==> src/rtl/id_ex_stage_pkg.sv <==
// Shared definitions for the ID/EX pipeline register and its load-use hazard logic.
// Compile with ID_EX_PERF_EN defined to build the hazard_cnt performance counter.
package id_ex_stage_pkg;

  typedef logic [4:0] regName_t;

  localparam int CTRL_WIDTH_DEF = 16;
  localparam int CNT_W          = 3;

  // A bubble carries an all-zero control bundle so EXECUTE treats it as a no-op.
  localparam logic ID_EX_BUBBLE_BIT = 1'b0;

  typedef enum logic {
    RUN  = 1'b0,
    WAIT = 1'b1
  } idex_state_t;

  typedef struct packed {
    idex_state_t      state;
    logic [CNT_W-1:0] cnt;
    regName_t         pend_rd;
  } idex_fsm_t;

  function automatic logic [15:0] sat_inc16(input logic [15:0] v);
    return (v == 16'hFFFF) ? v : v + 16'd1;
  endfunction

endpackage

==> src/rtl/id_ex_stage_load_use_hazard.sv <==
// Combinational load-use hazard detector: the instruction in decode reads a
// register that the load currently in EXECUTE has not yet produced.
module load_use_hazard
  import id_ex_stage_pkg::*;
(
  input  logic     id_valid,
  input  regName_t id_rs1,
  input  regName_t id_rs2,
  input  logic     id_use_rs1,
  input  logic     id_use_rs2,
  input  logic     ex_valid,
  input  logic     ex_is_load,
  input  logic     ex_rd_wen,
  input  regName_t ex_rd,
  output logic     hazard
);

  logic producer;
  logic rs1_hit;
  logic rs2_hit;

  always_comb begin
    // x0 is hard-wired, so a load targeting it never produces anything to wait for.
    producer = ex_valid && ex_is_load && ex_rd_wen && (ex_rd != '0);
    rs1_hit  = id_use_rs1 && (id_rs1 == ex_rd);
    rs2_hit  = id_use_rs2 && (id_rs2 == ex_rd);
    hazard   = id_valid && producer && (rs1_hit || rs2_hit);
  end

endmodule

==> src/rtl/id_ex_stage.sv <==
// ID/EX pipeline register with load-use stall FSM, downstream hold and branch flush.
// ID_EX_PERF_EN enables the hazard_cnt stall counter; otherwise hazard_cnt reads 0.
module id_ex_stage
  import id_ex_stage_pkg::*;
#(
  parameter int DATA_WIDTH = 32,
  parameter int CTRL_WIDTH = CTRL_WIDTH_DEF,
  parameter int LOAD_STALL = 1
) (
  input  logic                  clk,
  input  logic                  rst,
  input  logic                  id_valid,
  input  logic [DATA_WIDTH-1:0] id_pc,
  input  regName_t              id_rs1,
  input  regName_t              id_rs2,
  input  regName_t              id_rd,
  input  logic                  id_use_rs1,
  input  logic                  id_use_rs2,
  input  logic [DATA_WIDTH-1:0] id_regA,
  input  logic [DATA_WIDTH-1:0] id_regB,
  input  logic [DATA_WIDTH-1:0] id_imm,
  input  logic [CTRL_WIDTH-1:0] id_ctrl,
  input  logic                  id_is_load,
  input  logic                  id_rd_wen,
  input  logic                  ex_ready,
  input  logic                  flush,
  output logic                  ex_valid,
  output logic                  ex_is_load,
  output logic                  ex_rd_wen,
  output logic [DATA_WIDTH-1:0] ex_pc,
  output logic [DATA_WIDTH-1:0] ex_regA,
  output logic [DATA_WIDTH-1:0] ex_regB,
  output logic [DATA_WIDTH-1:0] ex_imm,
  output regName_t              ex_rs1,
  output regName_t              ex_rs2,
  output regName_t              ex_rd,
  output logic [CTRL_WIDTH-1:0] ex_ctrl,
  output logic                  id_stall,
  output logic [15:0]           hazard_cnt,
  output idex_fsm_t             dbg_fsm
);

  // Handshake: EXECUTE takes the ID/EX contents on any edge with ex_ready = 1;
  // with ex_ready = 0 the register holds and decode is stalled. Decode advances
  // on an edge only when id_stall = 0. flush beats every other condition.

  typedef struct packed {
    logic                  valid;
    logic                  is_load;
    logic                  rd_wen;
    logic [DATA_WIDTH-1:0] pc;
    logic [DATA_WIDTH-1:0] regA;
    logic [DATA_WIDTH-1:0] regB;
    logic [DATA_WIDTH-1:0] imm;
    regName_t              rs1;
    regName_t              rs2;
    regName_t              rd;
    logic [CTRL_WIDTH-1:0] ctrl;
  } ex_bundle_t;

  ex_bundle_t ex_q;
  ex_bundle_t ex_d;
  idex_fsm_t  fsm;

  logic hazard;
  logic hold;
  logic in_wait;
  logic run_hazard;

  load_use_hazard u_hazard (
    .id_valid   (id_valid),
    .id_rs1     (id_rs1),
    .id_rs2     (id_rs2),
    .id_use_rs1 (id_use_rs1),
    .id_use_rs2 (id_use_rs2),
    .ex_valid   (ex_q.valid),
    .ex_is_load (ex_q.is_load),
    .ex_rd_wen  (ex_q.rd_wen),
    .ex_rd      (ex_q.rd),
    .hazard     (hazard)
  );

  always_comb begin
    in_wait    = (fsm.state == WAIT);
    hold       = !flush && !ex_ready;
    // Detection only runs in RUN; WAIT simply counts out the remaining stall.
    run_hazard = !in_wait && hazard;
    id_stall   = !rst && !flush && (!ex_ready || in_wait || run_hazard);

    ex_d      = '0;
    ex_d.ctrl = {CTRL_WIDTH{ID_EX_BUBBLE_BIT}};
    if (!flush && !in_wait && !run_hazard && id_valid) begin
      ex_d.valid   = 1'b1;
      ex_d.is_load = id_is_load;
      ex_d.rd_wen  = id_rd_wen;
      ex_d.pc      = id_pc;
      ex_d.regA    = id_regA;
      ex_d.regB    = id_regB;
      ex_d.imm     = id_imm;
      ex_d.rs1     = id_rs1;
      ex_d.rs2     = id_rs2;
      ex_d.rd      = id_rd;
      ex_d.ctrl    = id_ctrl;
    end
  end

  always_ff @(posedge clk or posedge rst) begin
    if (rst) begin
      ex_q        <= '0;
      fsm.state   <= RUN;
      fsm.cnt     <= '0;
      fsm.pend_rd <= '0;
    end else if (!hold) begin
      ex_q <= ex_d;
      if (flush) begin
        fsm.state <= RUN;
        fsm.cnt   <= '0;
      end else if (in_wait) begin
        if (fsm.cnt == CNT_W'(1)) begin
          fsm.state <= RUN;
          fsm.cnt   <= '0;
        end else begin
          fsm.cnt <= fsm.cnt - CNT_W'(1);
        end
      end else if (run_hazard) begin
        fsm.pend_rd <= ex_q.rd;
        // The hazard cycle itself is the first stall; WAIT covers the rest.
        if (LOAD_STALL > 1) begin
          fsm.state <= WAIT;
          fsm.cnt   <= CNT_W'(LOAD_STALL - 1);
        end
      end
    end
  end

  assign ex_valid   = ex_q.valid;
  assign ex_is_load = ex_q.is_load;
  assign ex_rd_wen  = ex_q.rd_wen;
  assign ex_pc      = ex_q.pc;
  assign ex_regA    = ex_q.regA;
  assign ex_regB    = ex_q.regB;
  assign ex_imm     = ex_q.imm;
  assign ex_rs1     = ex_q.rs1;
  assign ex_rs2     = ex_q.rs2;
  assign ex_rd      = ex_q.rd;
  assign ex_ctrl    = ex_q.ctrl;
  assign dbg_fsm    = fsm;

`ifdef ID_EX_PERF_EN
  logic stall_evt;

  // Hold-induced stalls are not hazards and are deliberately not counted.
  assign stall_evt = !flush && ex_ready && (in_wait || run_hazard);

  always_ff @(posedge clk or posedge rst) begin
    if (rst) begin
      hazard_cnt <= '0;
    end else if (stall_evt) begin
      hazard_cnt <= sat_inc16(hazard_cnt);
    end
  end
`else
  assign hazard_cnt = '0;
`endif

endmodule

==> config.mk <==
export PLATFORM = sky130hd
export DESIGN_NAME = id_ex_stage
export DESIGN_NICKNAME = d
export VERILOG_FILES = /design/src/rtl/id_ex_stage_pkg.sv /design/src/rtl/id_ex_stage_load_use_hazard.sv /design/src/rtl/id_ex_stage.sv
export SDC_FILE = /design/constraint.sdc
export NUM_CORES = 1
export LEC_CHECK = 0
export ABC_AREA = 1
export CAP_MARGIN = 40
export CORE_AREA = 4 4 137 139
export DETAILED_ROUTE_END_ITERATION = 10
export DIE_AREA = 0 0 141 143
export DONT_BUFFER_PORTS = 1
export PLACE_DENSITY = 0.54
export SLEW_MARGIN = 20
export SYNTH_ARGS = -nofsm -noshare
export SYNTH_HDL_FRONTEND = slang
export SYNTH_SLANG_ARGS = --single-unit
==> constraint.sdc <==
create_clock -name clk -period 8.25 [get_ports clk]
set_clock_uncertainty 0.1 [all_clocks]
set_input_delay 1.65 -clock clk [delete_from_list [all_inputs] [get_ports clk]]
set_output_delay 1.65 -clock clk [all_outputs]
set_load 0.005 [all_outputs]
Yosys cells after proc, flatten, opt, wreduce, memory -nomap -nowiden
Cells that the tools add are included.
{"block": "word_totals", "inputBits": 168, "elab_cells": 52, "regBits": 171}
{"block": "op_classes", "n_eq_ne": 3, "n_addsub": 1, "n_mux": 5, "n_bitwise": 3, "reduce_logical": 26}
{"operator": "162-bit 2-to-1 mux", "count": 1}
{"operator": "1-bit logical AND", "count": 14}
{"operator": "5-bit equality test", "count": 2}
{"operator": "4-bit 2-to-1 mux", "count": 2}
{"operator": "1-bit logical NOT", "count": 5}
{"operator": "5-bit nonzero test", "count": 1}
{"operator": "4-bit AND reduction", "count": 1}
{"operator": "3-bit by 1-bit equality test with 1-bit output, second input constant", "count": 1}
{"operator": "1-bit logical OR", "count": 3}
{"operator": "3-bit 2-to-1 mux", "count": 1}
{"operator": "1-bit inverter", "count": 3}
{"operator": "3-bit by 1-bit subtractor with 3-bit output, second input constant", "count": 1}
{"operator": "2-bit AND reduction", "count": 1}
{"operator": "2-bit nonzero test", "count": 1}
{"operator": "1-bit 2-to-1 mux", "count": 1}

Depth between registers and ports, before layout
{"block": "depth", "ltp_word": 10, "mapped_depth": 11, "mapped_depth_nobuf": 9}

Hierarchy
Synthesis repeated with hierarchy kept, for this count alone.
{"block": "unflattened", "hier_cells": 810, "area_unflattened_um2": 7345.8}
{"module": "id_ex_stage", "seq_area_each_um2": 4279.1, "cells_each": 756, "area_each_um2": 7108.1, "n_inst": 1}
{"module": "load_use_hazard", "seq_area_each_um2": 0.0, "cells_each": 54, "area_each_um2": 237.7, "n_inst": 1}

Least setup slack after synthesis
No wires, ideal clock.
{"block": "synth_timing", "path_type": "input port to output port", "startpoint": "in rst", "endpoint": "out id_stall", "arrival_time_ns": 5.582, "stages": 3, "setup_slack_ns": 0.918, "path_cell_list": "inv_1 nand2_1 a21oi_1"}
{"block": "synth_via", "elab_chain_cells": 3}
{"item": "start: declaration", "line": "id_ex_stage.sv:11", "text": "input logic rst,"}
{"item": "1-bit logical NOT (no source line)"}
{"item": "1-bit logical AND (2 in series)", "line": "id_ex_stage.sv:88", "text": "id_stall = !rst && !flush && (!ex_ready || in_wait || run_hazard);"}
{"item": "end: declaration", "line": "id_ex_stage.sv:38", "text": "output logic id_stall,"}
Every way passes these cells.

Worst setup path in the final report
{"block": "layout_timing", "startpoint": "in id_rs2[4]", "endpoint": "out id_stall"}
{"block": "layout_via", "elab_chain_cells": 7}
{"item": "start: declaration", "line": "id_ex_stage.sv:15", "text": "input regName_t id_rs2,"}
{"item": "5-bit equality test", "line": "id_ex_stage_load_use_hazard.sv:26", "text": "rs2_hit = id_use_rs2 && (id_rs2 == ex_rd);"}
{"item": "1-bit logical AND", "line": "id_ex_stage_load_use_hazard.sv:26"}
{"item": "1-bit logical OR", "line": "id_ex_stage_load_use_hazard.sv:27", "text": "hazard = id_valid && producer && (rs1_hit || rs2_hit);"}
{"item": "1-bit logical AND", "line": "id_ex_stage_load_use_hazard.sv:27"}
{"item": "1-bit logical AND", "line": "id_ex_stage.sv:87", "text": "run_hazard = !in_wait && hazard;"}
{"item": "1-bit logical OR", "line": "id_ex_stage.sv:88"}
{"item": "1-bit logical AND", "line": "id_ex_stage.sv:88"}
Every way passes these cells.

==> results.md <==
* Largest net degree at the start of global routing at 78
* Die height at 143 um
* Post-route ant nets at 0
* Layout overhead on the synthesized area at 9.67%
* Vias in the first global route at 5495
* Vias/cell at 5.22
* Setup Buffers After CTS at 0
* DRC viols at 0
* Delay-heaviest family, CP: simple AND/OR/NAND/NOR gates
* Dpl hpwl at ~15 mm
* Die width at around 140 um
* Non-Filler Instances at 1052
* HP Class: reg -> reg
* CTS H-tree depth at 4
* IO Count at 356
* Final setup vio count at 0
* RR Startpoint: ex_rd[4]
* Cell variety after synth at 23
* First-pass GRT wire length at 30.8 mm
* Grt ovf at 0
* Nets at 980
* WHS Path Cells at 2
* Placed cell count at 1018
* Total power at 1.76 mW
* Required time of the critical path at 6.50 ns
* Fin. Hold Viols at 0
* CTS Buf Count at 17
* CTS max path bufs at 2
* Crit path buf inv count at 1
* Pleak at 4.42 nW
* Critical Path AT at roughly 2.9 ns
* Slew HR at 0.469
* Initial antenna violation count at 1
* Number of diodes at 0
* Flop and latch count out of synthesis at 171
* R2R Setup Slk at between 5 and 6 ns
* Core area at 0.0177 mm2
* Vias at 5494
* Max Slew Vio Count at 0
* Worst IR drop on VDD at 0.000139 V
* CTS root buf: clkbuf_16
* Synth Cell Area at 0.00753 mm2
* PortBufs at 0
* Final Util at 0.468
* Hold worst-path end: ex_pc[31]
* Wirelength per Cell at between 15 and 20 um
* Clock slew seen by the registers of the worst setup and hold paths at about 0.07 ns
* All-Layer GR Usage at 0.196
* CTS tree: yes
* Critical Path, Cell by Cell: inv_1 -> nand2_1 -> nand2_1 -> nor2_1 -> nand3_1 -> nand2_2 -> nand2_8 -> a21oi_1
* Power density cells at ~210 mW/mm2
* Clk_lat worst skew at 0.41 ns
* Crit Path Class: in -> out
* Reg2Reg Capture Point: ex_regA[20]
* Row Count at 49
* Crit start category: input port
* Critical Path End Type: output pin
* Max-Cap Viols at 0
* Layout cell share with drive strength beyond 1 at 0.149
* Routed wire length at 20.4 mm
* 1st-pass router iterations at 6
* Worst-margin pin slew at about 0.80 ns
* Min-delay src: ex_pc[31]
* Post-synthesis sequential area ratio at 0.568
* Crit path max-delay cell type: a21oi_1
* Setup TNS at 0 ns
* Initial detailed-routing violation count at about 340
* Post-route cell area at 0.00826 mm2
* Status: finished, final reports clean
* # hold bufs at CTS at 0
* DIE AREA at 0.0202 mm2
* PostCTS Resize Cnt at 0
* Synthesized netlist cell count at 832
* Met3 track demand over resource at 0.0757
* Met2 GRT Util at 0.326
* CP max stage delay at 0.37 ns
* Fin crit share at 0.559
* Min Tclk post-route at around 4.6 ns
* Initial core utilization at 0.427
* Mean Syn Cell Area at between 9 and 10 um2
* Placement Cell Area at 0.00764 mm2
* Crit path max fanout at 51
* Fmax at 217 MHz
* GRT met1 Usage at 0.227
* TritonCTS Sinks at roughly 170
* RD Place Congestion at about 0.88
* Most used routing layer: met2
* RSZ-0062 raised after global routing: false
* Cell mode on critical path: nand2_1
* Worst r2r path cells at 11
* Warnings from Yosys at 0
==> report_power, final <==
part           internal, mW  switching, mW  total [mW]
Combinational        0.0295         0.0650      0.0946
Sequential            0.869         0.0305       0.899
Clock                 0.436          0.334       0.770
==> layout by cell type, fill, tap and decap left out, types with 3 or more instances in the layout <==
| cell | n |
|---|---|
| nor2_1 | 12 |
| nand2_1 | 371 |
| buf_4 | 7 |
| a21oi_1 | 3 |
| nand4_1 | 6 |
| clkinvlp_4 | 4 |
| nand3_1 | 96 |
| nand3_2 | 70 |
| conb_1 | 16 |
| buf_16 | 4 |
| inv_6 | 5 |
| inv_2 | 5 |
| clkbuf_16 | 17 |
| inv_1 | 17 |
| dfrtp_1 | 171 |
==> cells by family after synthesis <==
kind of cell / after synthesis / share of synthesized area
simple gates: 560 / 0.358
compound gates: 6 / 0.00482
buf+inv: 92 / 0.0656
fa+ha+maj: 2 / 0.00332
other cells: 1 / 0.000498
flops: 171 / 0.568
==> cells in the mapped netlist <==
| master | number | area [um2] |
|---|---|---|
| a211oi_1 | 1 | 7.51 |
| a21oi_1 | 3 | 15.0 |
| and3_1 | 1 | 6.26 |
| buf_1 | 4 | 15.0 |
| buf_2 | 17 | 85.1 |
| buf_4 | 18 | 135 |
| buf_6 | 8 | 90.1 |
| clkbuf_1 | 22 | 82.6 |
| conb_1 | 1 | 3.75 |
| dfrtp_1 | 171 | 4280 |
| ha_1 | 2 | 25.0 |
| inv_1 | 18 | 67.6 |
| inv_2 | 5 | 18.8 |
| nand2_1 | 371 | 1390 |
| nand2_2 | 1 | 6.26 |
| nand2_4 | 1 | 11.3 |
| nand3_1 | 96 | 480 |
| nand3_2 | 70 | 701 |
| nand4_1 | 6 | 37.5 |
| nor2_1 | 13 | 48.8 |
| nor2_4 | 1 | 11.3 |
| o21ai_0 | 1 | 5.00 |
| o32ai_1 | 1 | 8.76 |
==> worst max-delay path by stage <==
stage | end | slack [ns] | start | cells after the start
global placement | id_stall | 3.60 | id_rs2[0] | 8
finish | id_stall | 3.64 | id_rs2[4] | 8
global route | id_stall | 3.46 | id_rs1[1] | 8
detailed placement | id_stall | 3.55 | id_rs2[4] | 8
CTS | id_stall | 3.56 | id_rs2[4] | 8
floorplan | id_stall | 0.92 | rst | 3
==> through the flow <==
step                      worst slack [ns]  hold WS, ns
after floorplan                      0.918        0.365
after global placement                3.60        0.398
after detailed placement              3.55        0.397
after CTS                             3.56        0.415
after global routing                  3.46        0.429
final                                 3.64        0.408
==> cell type report <==
type                    count  area, um2
fillers                  1672       9400
flip-flops and latches    171       4280
multi-input cells         584       2830
clock buffers              21        460
well taps                 229        287
repair buffers             13        203
clock inverters            11        109
inverters                  23       91.3
==> worst register-to-register path, stage by stage, from the launching register on <==
cell and delay, ns:
dfrtp_1 0.51, inv_2 0.12, nand2_1 0.05, nand2_1 0.08
nor2_1 0.05, nand3_1 0.08, nand2_2 0.15, nand2_8 0.37
buf_4 0.63, buf_16 0.33, nand3_1 0.23, nand2_1 0.11
==> state kept, by name, indices dropped and copies added (netlist names) <==
name        cells
ex_ctrl        16
ex_valid        1
dbg_fsm         8
ex_regA        32
ex_is_load      1
ex_rs2          5
ex_pc          32
ex_rs1          5
in_wait         1
ex_imm         32
ex_regB        32
ex_rd_wen       1
ex_rd           5
==> layer usage <==
metal / routed length (um) / up-vias
met5: 7 / -
met4: 585 / 2
met3: 1920 / 43
met2: 10400 / 254
met1: 7500 / 2626
li1: - / 2569
Power figures use the tool's default switching activity.
